$ cat src/rtl/pipeline_ctrl_pkg.sv
// pipeline_ctrl_pkg
//   Shared state types for the core's central sequencer.
//   fetch_state_t : imem handshake state (issue / wait / held / discard)
//   dmem_state_t  : dmem handshake state (idle / wait)
package pipeline_ctrl_pkg;

  typedef enum logic [1:0] {
    F_ISSUE,
    F_WAIT,
    F_HELD,
    F_DISCARD
  } fetch_state_t;

  typedef enum logic {
    M_IDLE,
    M_WAIT
  } dmem_state_t;

endpackage

$ cat src/rtl/pipeline_ctrl_load_use_detect.sv
// pipeline_ctrl_load_use_detect
//   Raw load-use comparator between the load in EX and the instruction in ID.
//   Masking by redirect / dmem stall is done by the caller.
//   Ports:
//     id_valid_i, id_rs1_i, id_rs2_i : decode-stage instruction and its sources
//     ex_valid_i, ex_mem_read_i      : EX holds a real load
//     ex_rd_i                        : EX destination register
//     hazard_o                       : unmasked load-use hazard
module pipeline_ctrl_load_use_detect (
  input  logic       id_valid_i,
  input  logic [4:0] id_rs1_i,
  input  logic [4:0] id_rs2_i,
  input  logic       ex_valid_i,
  input  logic       ex_mem_read_i,
  input  logic [4:0] ex_rd_i,
  output logic       hazard_o
);

  logic rd_nonzero;
  logic rd_match;

  assign rd_nonzero = (ex_rd_i != '0);
  assign rd_match   = (ex_rd_i == id_rs1_i) || (ex_rd_i == id_rs2_i);
  assign hazard_o   = id_valid_i && ex_valid_i && ex_mem_read_i && rd_nonzero && rd_match;

endmodule

$ cat src/rtl/pipeline_ctrl.sv
// pipeline_ctrl
//   Central sequencer for the 5-stage core. Owns the imem fetch handshake and
//   the dmem handshake, detects load-use hazards, applies EX redirects and
//   drives the load/flush enables of PC and all pipeline registers.
//   Ports:
//     clk, rst                      : clock, synchronous active-high reset
//     id_valid, id_rs1_s, id_rs2_s  : decode-stage instruction and sources
//     ex_valid, ex_mem_read, ex_rd_s: EX instruction, load flag, destination
//     ex_redirect                   : EX resolved a mispredict / jump
//     mem_access                    : MEM holds a valid load/store
//     imem_resp, dmem_resp          : memory responses
//     imem_issue, dmem_issue        : one-cycle memory requests
//     if_hold_we, if_use_hold       : IF 1-entry hold buffer control
//     pc_we, *_we, *_flush          : stage register load / bubble enables
//   All outputs are combinational from state and inputs.
module pipeline_ctrl
  import pipeline_ctrl_pkg::*;
(
  input  logic       clk,
  input  logic       rst,
  input  logic       id_valid,
  input  logic [4:0] id_rs1_s,
  input  logic [4:0] id_rs2_s,
  input  logic       ex_valid,
  input  logic       ex_mem_read,
  input  logic [4:0] ex_rd_s,
  input  logic       ex_redirect,
  input  logic       mem_access,
  input  logic       imem_resp,
  input  logic       dmem_resp,
  output logic       imem_issue,
  output logic       dmem_issue,
  output logic       if_hold_we,
  output logic       if_use_hold,
  output logic       pc_we,
  output logic       if_id_we,
  output logic       if_id_flush,
  output logic       id_ex_we,
  output logic       id_ex_flush,
  output logic       ex_mem_we,
  output logic       mem_wb_we,
  output logic       mem_wb_flush
);

  fetch_state_t fetch_q, fetch_d;
  dmem_state_t  dmem_q,  dmem_d;

  logic lu_raw;
  logic dmem_stall;
  logic redir;
  logic lu;
  logic front_adv;
  logic deliver;
  logic issue;

  pipeline_ctrl_load_use_detect u_lu (
    .id_valid_i    (id_valid),
    .id_rs1_i      (id_rs1_s),
    .id_rs2_i      (id_rs2_s),
    .ex_valid_i    (ex_valid),
    .ex_mem_read_i (ex_mem_read),
    .ex_rd_i       (ex_rd_s),
    .hazard_o      (lu_raw)
  );

  assign dmem_stall = ((dmem_q == M_IDLE) && mem_access) || ((dmem_q == M_WAIT) && !dmem_resp);
  assign redir      = ex_redirect && ex_valid && !dmem_stall;
  assign lu         = lu_raw && !redir && !dmem_stall;
  assign front_adv  = !dmem_stall && !lu && !redir;

  always_comb begin
    fetch_d      = fetch_q;
    dmem_d       = dmem_q;
    deliver      = 1'b0;
    issue        = 1'b0;
    imem_issue   = 1'b0;
    dmem_issue   = 1'b0;
    if_hold_we   = 1'b0;
    if_use_hold  = 1'b0;
    pc_we        = 1'b0;
    if_id_we     = 1'b0;
    if_id_flush  = 1'b0;
    id_ex_we     = 1'b0;
    id_ex_flush  = 1'b0;
    ex_mem_we    = 1'b0;
    mem_wb_we    = 1'b0;
    mem_wb_flush = 1'b0;

    unique case (dmem_q)
      M_IDLE: if (mem_access) begin
        dmem_issue = 1'b1;
        dmem_d     = M_WAIT;
      end
      M_WAIT: if (dmem_resp) dmem_d = M_IDLE;
      default: dmem_d = M_IDLE;
    endcase

    // A fetch is only issued on a cycle the PC may advance, so imem_issue and
    // pc_we always move together; a redirect loads the target into PC instead.
    unique case (fetch_q)
      F_ISSUE: if (front_adv) begin
        issue   = 1'b1;
        fetch_d = F_WAIT;
      end
      F_WAIT: begin
        if (imem_resp) begin
          if (redir) begin
            fetch_d = F_ISSUE;
          end else if (front_adv) begin
            deliver = 1'b1;
            issue   = 1'b1;
          end else begin
            if_hold_we = 1'b1;
            fetch_d    = F_HELD;
          end
        end else if (redir) begin
          fetch_d = F_DISCARD;
        end
      end
      F_HELD: begin
        if_use_hold = 1'b1;
        if (redir) begin
          fetch_d = F_ISSUE;
        end else if (front_adv) begin
          deliver = 1'b1;
          issue   = 1'b1;
          fetch_d = F_WAIT;
        end
      end
      F_DISCARD: if (imem_resp) begin
        // Stale data is dropped; if the PC cannot move this cycle the new
        // request is deferred to F_ISSUE rather than issued at a stale PC.
        if (front_adv) begin
          issue   = 1'b1;
          fetch_d = F_WAIT;
        end else begin
          fetch_d = F_ISSUE;
        end
      end
      default: fetch_d = F_ISSUE;
    endcase

    imem_issue = issue;

    if (dmem_stall) begin
      mem_wb_flush = 1'b1;
    end else if (redir) begin
      if_id_flush = 1'b1;
      id_ex_flush = 1'b1;
      ex_mem_we   = 1'b1;
      mem_wb_we   = 1'b1;
      pc_we       = 1'b1;
    end else if (lu) begin
      id_ex_flush = 1'b1;
      ex_mem_we   = 1'b1;
      mem_wb_we   = 1'b1;
    end else begin
      id_ex_we    = 1'b1;
      ex_mem_we   = 1'b1;
      mem_wb_we   = 1'b1;
      if_id_we    = deliver;
      if_id_flush = !deliver;
      pc_we       = issue;
    end

    if (rst) begin
      imem_issue   = 1'b0;
      dmem_issue   = 1'b0;
      if_hold_we   = 1'b0;
      if_use_hold  = 1'b0;
      pc_we        = 1'b0;
      if_id_we     = 1'b0;
      id_ex_we     = 1'b0;
      ex_mem_we    = 1'b0;
      mem_wb_we    = 1'b0;
      if_id_flush  = 1'b1;
      id_ex_flush  = 1'b1;
      mem_wb_flush = 1'b1;
    end
  end

  always_ff @(posedge clk) begin
    if (rst) fetch_q <= F_ISSUE;
    else     fetch_q <= fetch_d;
  end

  always_ff @(posedge clk) begin
    if (rst) dmem_q <= M_IDLE;
    else     dmem_q <= dmem_d;
  end

endmodule

$ cat config.mk
export PLATFORM = sky130hd
export DESIGN_NAME = pipeline_ctrl
export DESIGN_NICKNAME = d
export VERILOG_FILES = /design/src/rtl/pipeline_ctrl_pkg.sv /design/src/rtl/pipeline_ctrl_load_use_detect.sv /design/src/rtl/pipeline_ctrl.sv
export SDC_FILE = /design/constraint.sdc
export NUM_CORES = 1
export LEC_CHECK = 0
export BUFFER_PORTS_ARGS = -buffer_cell sky130_fd_sc_hd__buf_4
export CAP_MARGIN = 30
export CELL_PAD_IN_SITES_DETAIL_PLACEMENT = 1
export CELL_PAD_IN_SITES_GLOBAL_PLACEMENT = 2
export CORE_AREA = 2 2 53 55
export CTS_BUF_LIST = sky130_fd_sc_hd__clkbuf_8
export DETAILED_ROUTE_END_ITERATION = 6
export DIE_AREA = 0 0 55 57
export PLACE_DENSITY_LB_ADDON = 0.05
export REMOVE_ABC_BUFFERS = 1
export SLEW_MARGIN = 30
export SYNTH_ARGS = -nofsm -noshare
export SYNTH_HDL_FRONTEND = slang
export SYNTH_SLANG_ARGS = --single-unit
$ cat constraint.sdc
create_clock -name clk -period 5.72 [get_ports clk]
set_input_delay 1.716 -clock clk [delete_from_list [all_inputs] [get_ports clk]]
set_output_delay 1.716 -clock clk [all_outputs]
set_load 0.02 [all_outputs]
# ---- Word-level counts from Yosys, hierarchy flattened
# Index checks and enable logic that the tools add are counted.
# Widths: inputs -> output; s select.
dict set report word_totals {
  in_bits 24
  register_bits 3
}
dict set report classes {
  reduce_logical 22
  mux 52
  n_eq_ne 8
  bitwise 1
}
# cell count
set op_table {}
lappend op_table {{$mux 1} 41}
lappend op_table {{$mux 2} 7}
lappend op_table {{$logic_and 1x1->1} 12}
lappend op_table {{$eq 5x5->1} 2}
lappend op_table {{$pmux 2 s4} 1}
lappend op_table {{$ne 3x3->1 const B} 2}
lappend op_table {{$logic_not 1->1} 5}
lappend op_table {{$reduce_bool 5->1} 1}
lappend op_table {{$eq 2x2->1 const B} 2}
lappend op_table {{$pmux 1 s2} 2}
lappend op_table {{$pmux 1 s4} 1}
lappend op_table {{$reduce_and 3->1} 1}
lappend op_table {{$eq 2x1->1 const B} 1}
lappend op_table {{$logic_not 2->1} 1}
lappend op_table {{$logic_or 1x1->1} 2}
lappend op_table {{$ne 2x2->1 const B} 1}
lappend op_table {{$not 1->1} 1}

# ---- Depth between registers and ports, before layout
dict set report depth {
  depth_word 20
  mapped_depth 7
}

# ---- Cells and area by module
# From an unflattened synthesis, not the netlist that was laid out.
dict set report unflattened {
  cells_unflattened 74
  hier_area_um2 518.0
}
# mod seq_area_each_um2 cells_per_inst area_each_um2 instances
set modules_own_cells {}
lappend modules_own_cells {pipeline_ctrl 60.1 57 389.1 1}
lappend modules_own_cells {pipeline_ctrl_load_use_detect 0.0 17 128.9 1}

# ---- Worst setup path after synthesis
# Ideal clock, no wire load.
dict set report synth_timing {
  kind {input -> output}
  from {input dmem_resp}
  to {output if_id_we}
  stages 5
  n_path_buf 1
  required_ps 4004
  slack_ps 1119
  arrival_time_ps 2885
  cell_sequence {nand2b_1 and2_4 buf_6 nand2b_1 nor3b_1}
}
dict set report synth_between {
  elab_chain_cells 19
}
# element line_no
set synth_lines {}
lappend synth_lines {{start: declaration} pipeline_ctrl.sv:30} ;# input logic dmem_resp,
lappend synth_lines {{$logic_not 1->1 (*)} pipeline_ctrl.sv:66} ;# assign dmem_stall = ((dmem_q == M_IDLE) && mem_access) || ((dmem_q == M_WAIT) && !dmem_resp);
lappend synth_lines {{$logic_and 1x1->1 (*)} pipeline_ctrl.sv:66}
lappend synth_lines {{$logic_or 1x1->1 (*)} pipeline_ctrl.sv:66}
lappend synth_lines {{$logic_not 1->1} {pipeline_ctrl.sv:67, pipeline_ctrl.sv:68, pipeline_ctrl.sv:69}}
lappend synth_lines {{$logic_and 1x1->1} pipeline_ctrl.sv:67} ;# assign redir = ex_redirect && ex_valid && !dmem_stall;
lappend synth_lines {{$logic_not 1->1} {pipeline_ctrl.sv:68, pipeline_ctrl.sv:69}}
lappend synth_lines {{$logic_and 1x1->1 (2 in series)} pipeline_ctrl.sv:68} ;# assign lu = lu_raw && !redir && !dmem_stall;
lappend synth_lines {{$logic_not 1->1} pipeline_ctrl.sv:69} ;# assign front_adv = !dmem_stall && !lu && !redir;
lappend synth_lines {{$logic_and 1x1->1 (2 in series)} pipeline_ctrl.sv:69}
lappend synth_lines {{$mux 1} {pipeline_ctrl.sv:109, pipeline_ctrl.sv:124}}
lappend synth_lines {{$mux 1} pipeline_ctrl.sv:107} ;# if (redir) begin
lappend synth_lines {{$mux 1} pipeline_ctrl.sv:106} ;# if (imem_resp) begin
lappend synth_lines {{$pmux 1 s2} pipeline_ctrl.sv:100} ;# unique case (fetch_q)
lappend synth_lines {{$mux 1} pipeline_ctrl.sv:153} ;# end else if (lu) begin
lappend synth_lines {{$mux 1} pipeline_ctrl.sv:147} ;# end else if (redir) begin
lappend synth_lines {{$mux 1 (*)} pipeline_ctrl.sv:145} ;# if (dmem_stall) begin
lappend synth_lines {{$mux 1 (*)} pipeline_ctrl.sv:166} ;# if (rst) begin
lappend synth_lines {{end: declaration} pipeline_ctrl.sv:36} ;# output logic if_id_we,
# Mark *: on every way between the ends. The rest lies on a longest branch, timed or not.

# ---- Worst setup path after layout
dict set report layout_timing {
  from {input ex_rd_s[0]}
  to {output if_hold_we}
}
dict set report layout_between {
  elab_chain_cells 13
}
# element line_no
set layout_lines {}
lappend layout_lines {{start: declaration} pipeline_ctrl.sv:26} ;# input logic [4:0] ex_rd_s,
lappend layout_lines {{$eq 5x5->1 or $reduce_bool 5->1 (tied branches)} {pipeline_ctrl_load_use_detect.sv:23, pipeline_ctrl_load_use_detect.sv:22}}
lappend layout_lines {{$logic_or 1x1->1 or $logic_and 1x1->1 (tied branches)} {pipeline_ctrl_load_use_detect.sv:23, pipeline_ctrl_load_use_detect.sv:24}}
lappend layout_lines {{$logic_and 1x1->1 (*)} pipeline_ctrl_load_use_detect.sv:24} ;# assign hazard_o = id_valid_i && ex_valid_i && ex_mem_read_i && rd_nonzero && rd_match;
lappend layout_lines {{$logic_and 1x1->1 (*) (2 in series)} pipeline_ctrl.sv:68}
lappend layout_lines {{$logic_not 1->1 (*)} pipeline_ctrl.sv:69}
lappend layout_lines {{$logic_and 1x1->1 (*) (2 in series)} pipeline_ctrl.sv:69}
lappend layout_lines {{$mux 1 (*)} pipeline_ctrl.sv:109} ;# end else if (front_adv) begin
lappend layout_lines {{$mux 1 (*)} pipeline_ctrl.sv:107}
lappend layout_lines {{$mux 1 (*)} pipeline_ctrl.sv:106}
lappend layout_lines {{$mux 1 (*)} pipeline_ctrl.sv:100}
lappend layout_lines {{$mux 1 (*)} pipeline_ctrl.sv:166}
lappend layout_lines {{end: declaration} pipeline_ctrl.sv:33} ;# output logic if_hold_we,
# Marks and branches as above.

==> metrics.txt <==
initial antenna violation count 0; Max IR drop VDD between 0.1 and 0.15 mV; # rows 19; crit path DAT roughly 2900 ps; Post-synth EDFFs 0; full die area 3140 sq um; Yosys top cell area share 0.153; cell mode on critical path buf_4; Routed WL around 1.8 mm; chip width 55 microns; final worst-path cycle share 0.815; final hold vios 0; post-synthesis register bit count 3; combinational cell fraction of total power 0.503; worst setup path class input port to primary output; vias in the first global route between 700 and 800; GRT overflow 0; sequential fraction of the synthesis area 0.105; CP Max Fanout 4; clock tree buffer depth 2; area grow syn2layout 56.6%; Antenna diodes 0; Via Count a little under 700; Mapped Area 573 sq um; top cells by count, synth nor2_1 (10), xnor2_1 (10), nand2_1 (8); CP delay by family, top simple AND/OR/NAND/NOR gates; Post-CTS Setup Bufs 0; Cell variety after synth 32; FILL cells ~350; chip height around 57 microns; DR pass1 iterations 4; Max transition margin 0.815; Worst-path clk slew roughly 30 ps; Post-Syn Area per Cell between 6 and 7 sq um; Achievable Freq roughly 0.21 GHz; FFs w/ async S/R, synth 0; Sum Neg Setup Slack 0 ps; Clk Latency, worst-skew pair roughly 210 ps; Clk pwr share 0.346; clock skew ~0.18 ps; pin count of the biggest net entering global routing 10; share of layout cells above drive strength 1 0.356; Required @ worst endpoint ~4000 ps; Top Ports 36; clk sinks 3; first-pass GRT wire length between 2 and 3 mm; vias per inst ~4.6; Bufs and invs on worst path 2; FF+latch area about 60 sq um; drt initial violations 5; Post-Place Worst Slack around 1000 ps; worst path cell trace buf_4, xnor2_1, nand3_1, o22ai_2, nand2_1, o21ai_1, and4_1, buf_4; Final setup viols 0; Worst setup SP type input port; crit-path max cell delay 230 ps; Port Buffers 35; Slew Viols, Final 0; Final GP Congestion about 0.75; Core Box Area ~2600 sq um; detailed placement HPWL approximately 1.5 mm; Worst Setup End Kind primary output; Cells after DPL roughly 150; post-route ant nets 0; multi-input logic area approximately 480 sq um; Int Power approximately 0.11 mW; Synth area leaders xnor2_1 (15%), dfxtp_1 (10%), ha_1 (8.7%); Sw Share 0.352; total CTS buffers 3; register share of total power 0.151; # DRC 0; outcome finished, final reports clean; Period minus WS final between 4000 and 5000 ps; yosys warns 0; Root Buffer clkbuf_8; H-tree depth 1; Setup WS post-layout between 1000 and 1500 ps; setup repair after global routing missed its margin no; Leak around 0.41 nW; Post-Syn Instances just over 80; Post-CTS Resized 0; Hold Path Class register to register; hold buffer count at CTS 0; GRT Overall Usage 0.123; Yosys top cell by area xnor2_1; DR WL/cell around 12 microns; Starting Density 0.219; Max-cap violations 0; power density over the cells 192 nW/um^2; slowest cell on the critical path o22ai_2; Final #Nets approximately 150; ys flop type dfxtp_1; CTS tree built; Finished Layout Cells ~150; switching pwr ~0.06 mW; worst slew pin tran ~280 ps
-- metal layers --
| metal | routed length [microns] | up-vias | global-route usage |
|---|---|---|---|
| met2 | 896 | 21 | 0.218 |
| met4 | 12 | 0 | 0.0314 |
| li1 | - | 354 | - |
| met5 | 0 | - | 0 |
| met3 | 138 | 2 | 0.0131 |
| met1 | 735 | 309 | 0.153 |
-- flip-flops by register name, summed over array words and instances, names as in the netlist --
register	flops
dmem_q	1
fetch_q	2
-- worst paths after layout --
kind	from	end	slack [ps]	cells past startpoint
setup reg to reg	fetch_q[1]	fetch_q[1]	4140	6
hold / removal	fetch_q[0]	fetch_q[0]	530	2
setup / recovery	ex_rd_s[0]	if_hold_we	1060	8
hold reg to reg	fetch_q[0]	fetch_q[0]	530	2
-- final cells by class --
cell class                      instances  area share
Multi-Input combinational cell         73       0.534
Timing Repair Buffer                   35       0.293
Sequential cell                         3      0.0669
Clock buffer                            3      0.0460
Tap cell                               31      0.0432
Inverter                                3      0.0126
Clock inverter                          1     0.00418
-- logic make-up (layout without fill, tap and decap cells) --
kind of cell               Yosys count  in the layout  share of synthesized area
AOI/OAI and AO/OA                   18             18                      0.216
xor gates and xnor gates            10             10                      0.153
adders and majority gates            4              4                     0.0873
buffers and inverters                6             42                     0.0589
DFF                                  3              3                      0.105
muxes                                1              1                     0.0175
and+or+nand+nor                     40             40                      0.362
-- through the flow --
step                      total power [mW]  hold slack (ps)  cell area [sq um]  utilization
after floorplan                     0.0787              476                551            -
after global placement               0.114              526                852        0.326
after detailed placement             0.114              527                852        0.326
after CTS                            0.177              533                897        0.343
after global routing                 0.188              571                897        0.343
final                                0.172              530                897        0.343
-- cells in the final DEF, fill, tap and decap left out, drive strengths merged --
cell    count
buf        35
xnor2      10
nor2       10
nand2       9
a21oi       6
nand2b      5
inv         4
nand3       4
ha          4
nor2b       3
clkbuf      3
dfxtp       3
o21ai       3
nor3        2
a21o        2
nor3b       2
a2111o      2
and2        2
nand4       1
o22ai       1
a31oi       1
and4        1
o21a        1
o31ai       1
mux2i       1
or3         1
o211ai      1
-- tightest hold or removal path, stage by stage (launching register included) --
cell,delay (ps)
dfxtp_1,330
o31ai_1,80
a21oi_1,70
-- power groups by stage --
stage          combinational [mW]  sequential (mW)  clock (mW)
2_1_floorplan              0.0530           0.0257           0
3_3_place_gp               0.0876           0.0266           0
3_5_place_dp               0.0879           0.0266           0
4_1_cts                    0.0882           0.0263      0.0623
5_1_grt                    0.0977           0.0265      0.0641
6_report                   0.0867           0.0261      0.0596
Note: power is estimated with default switching activity, not from simulation.
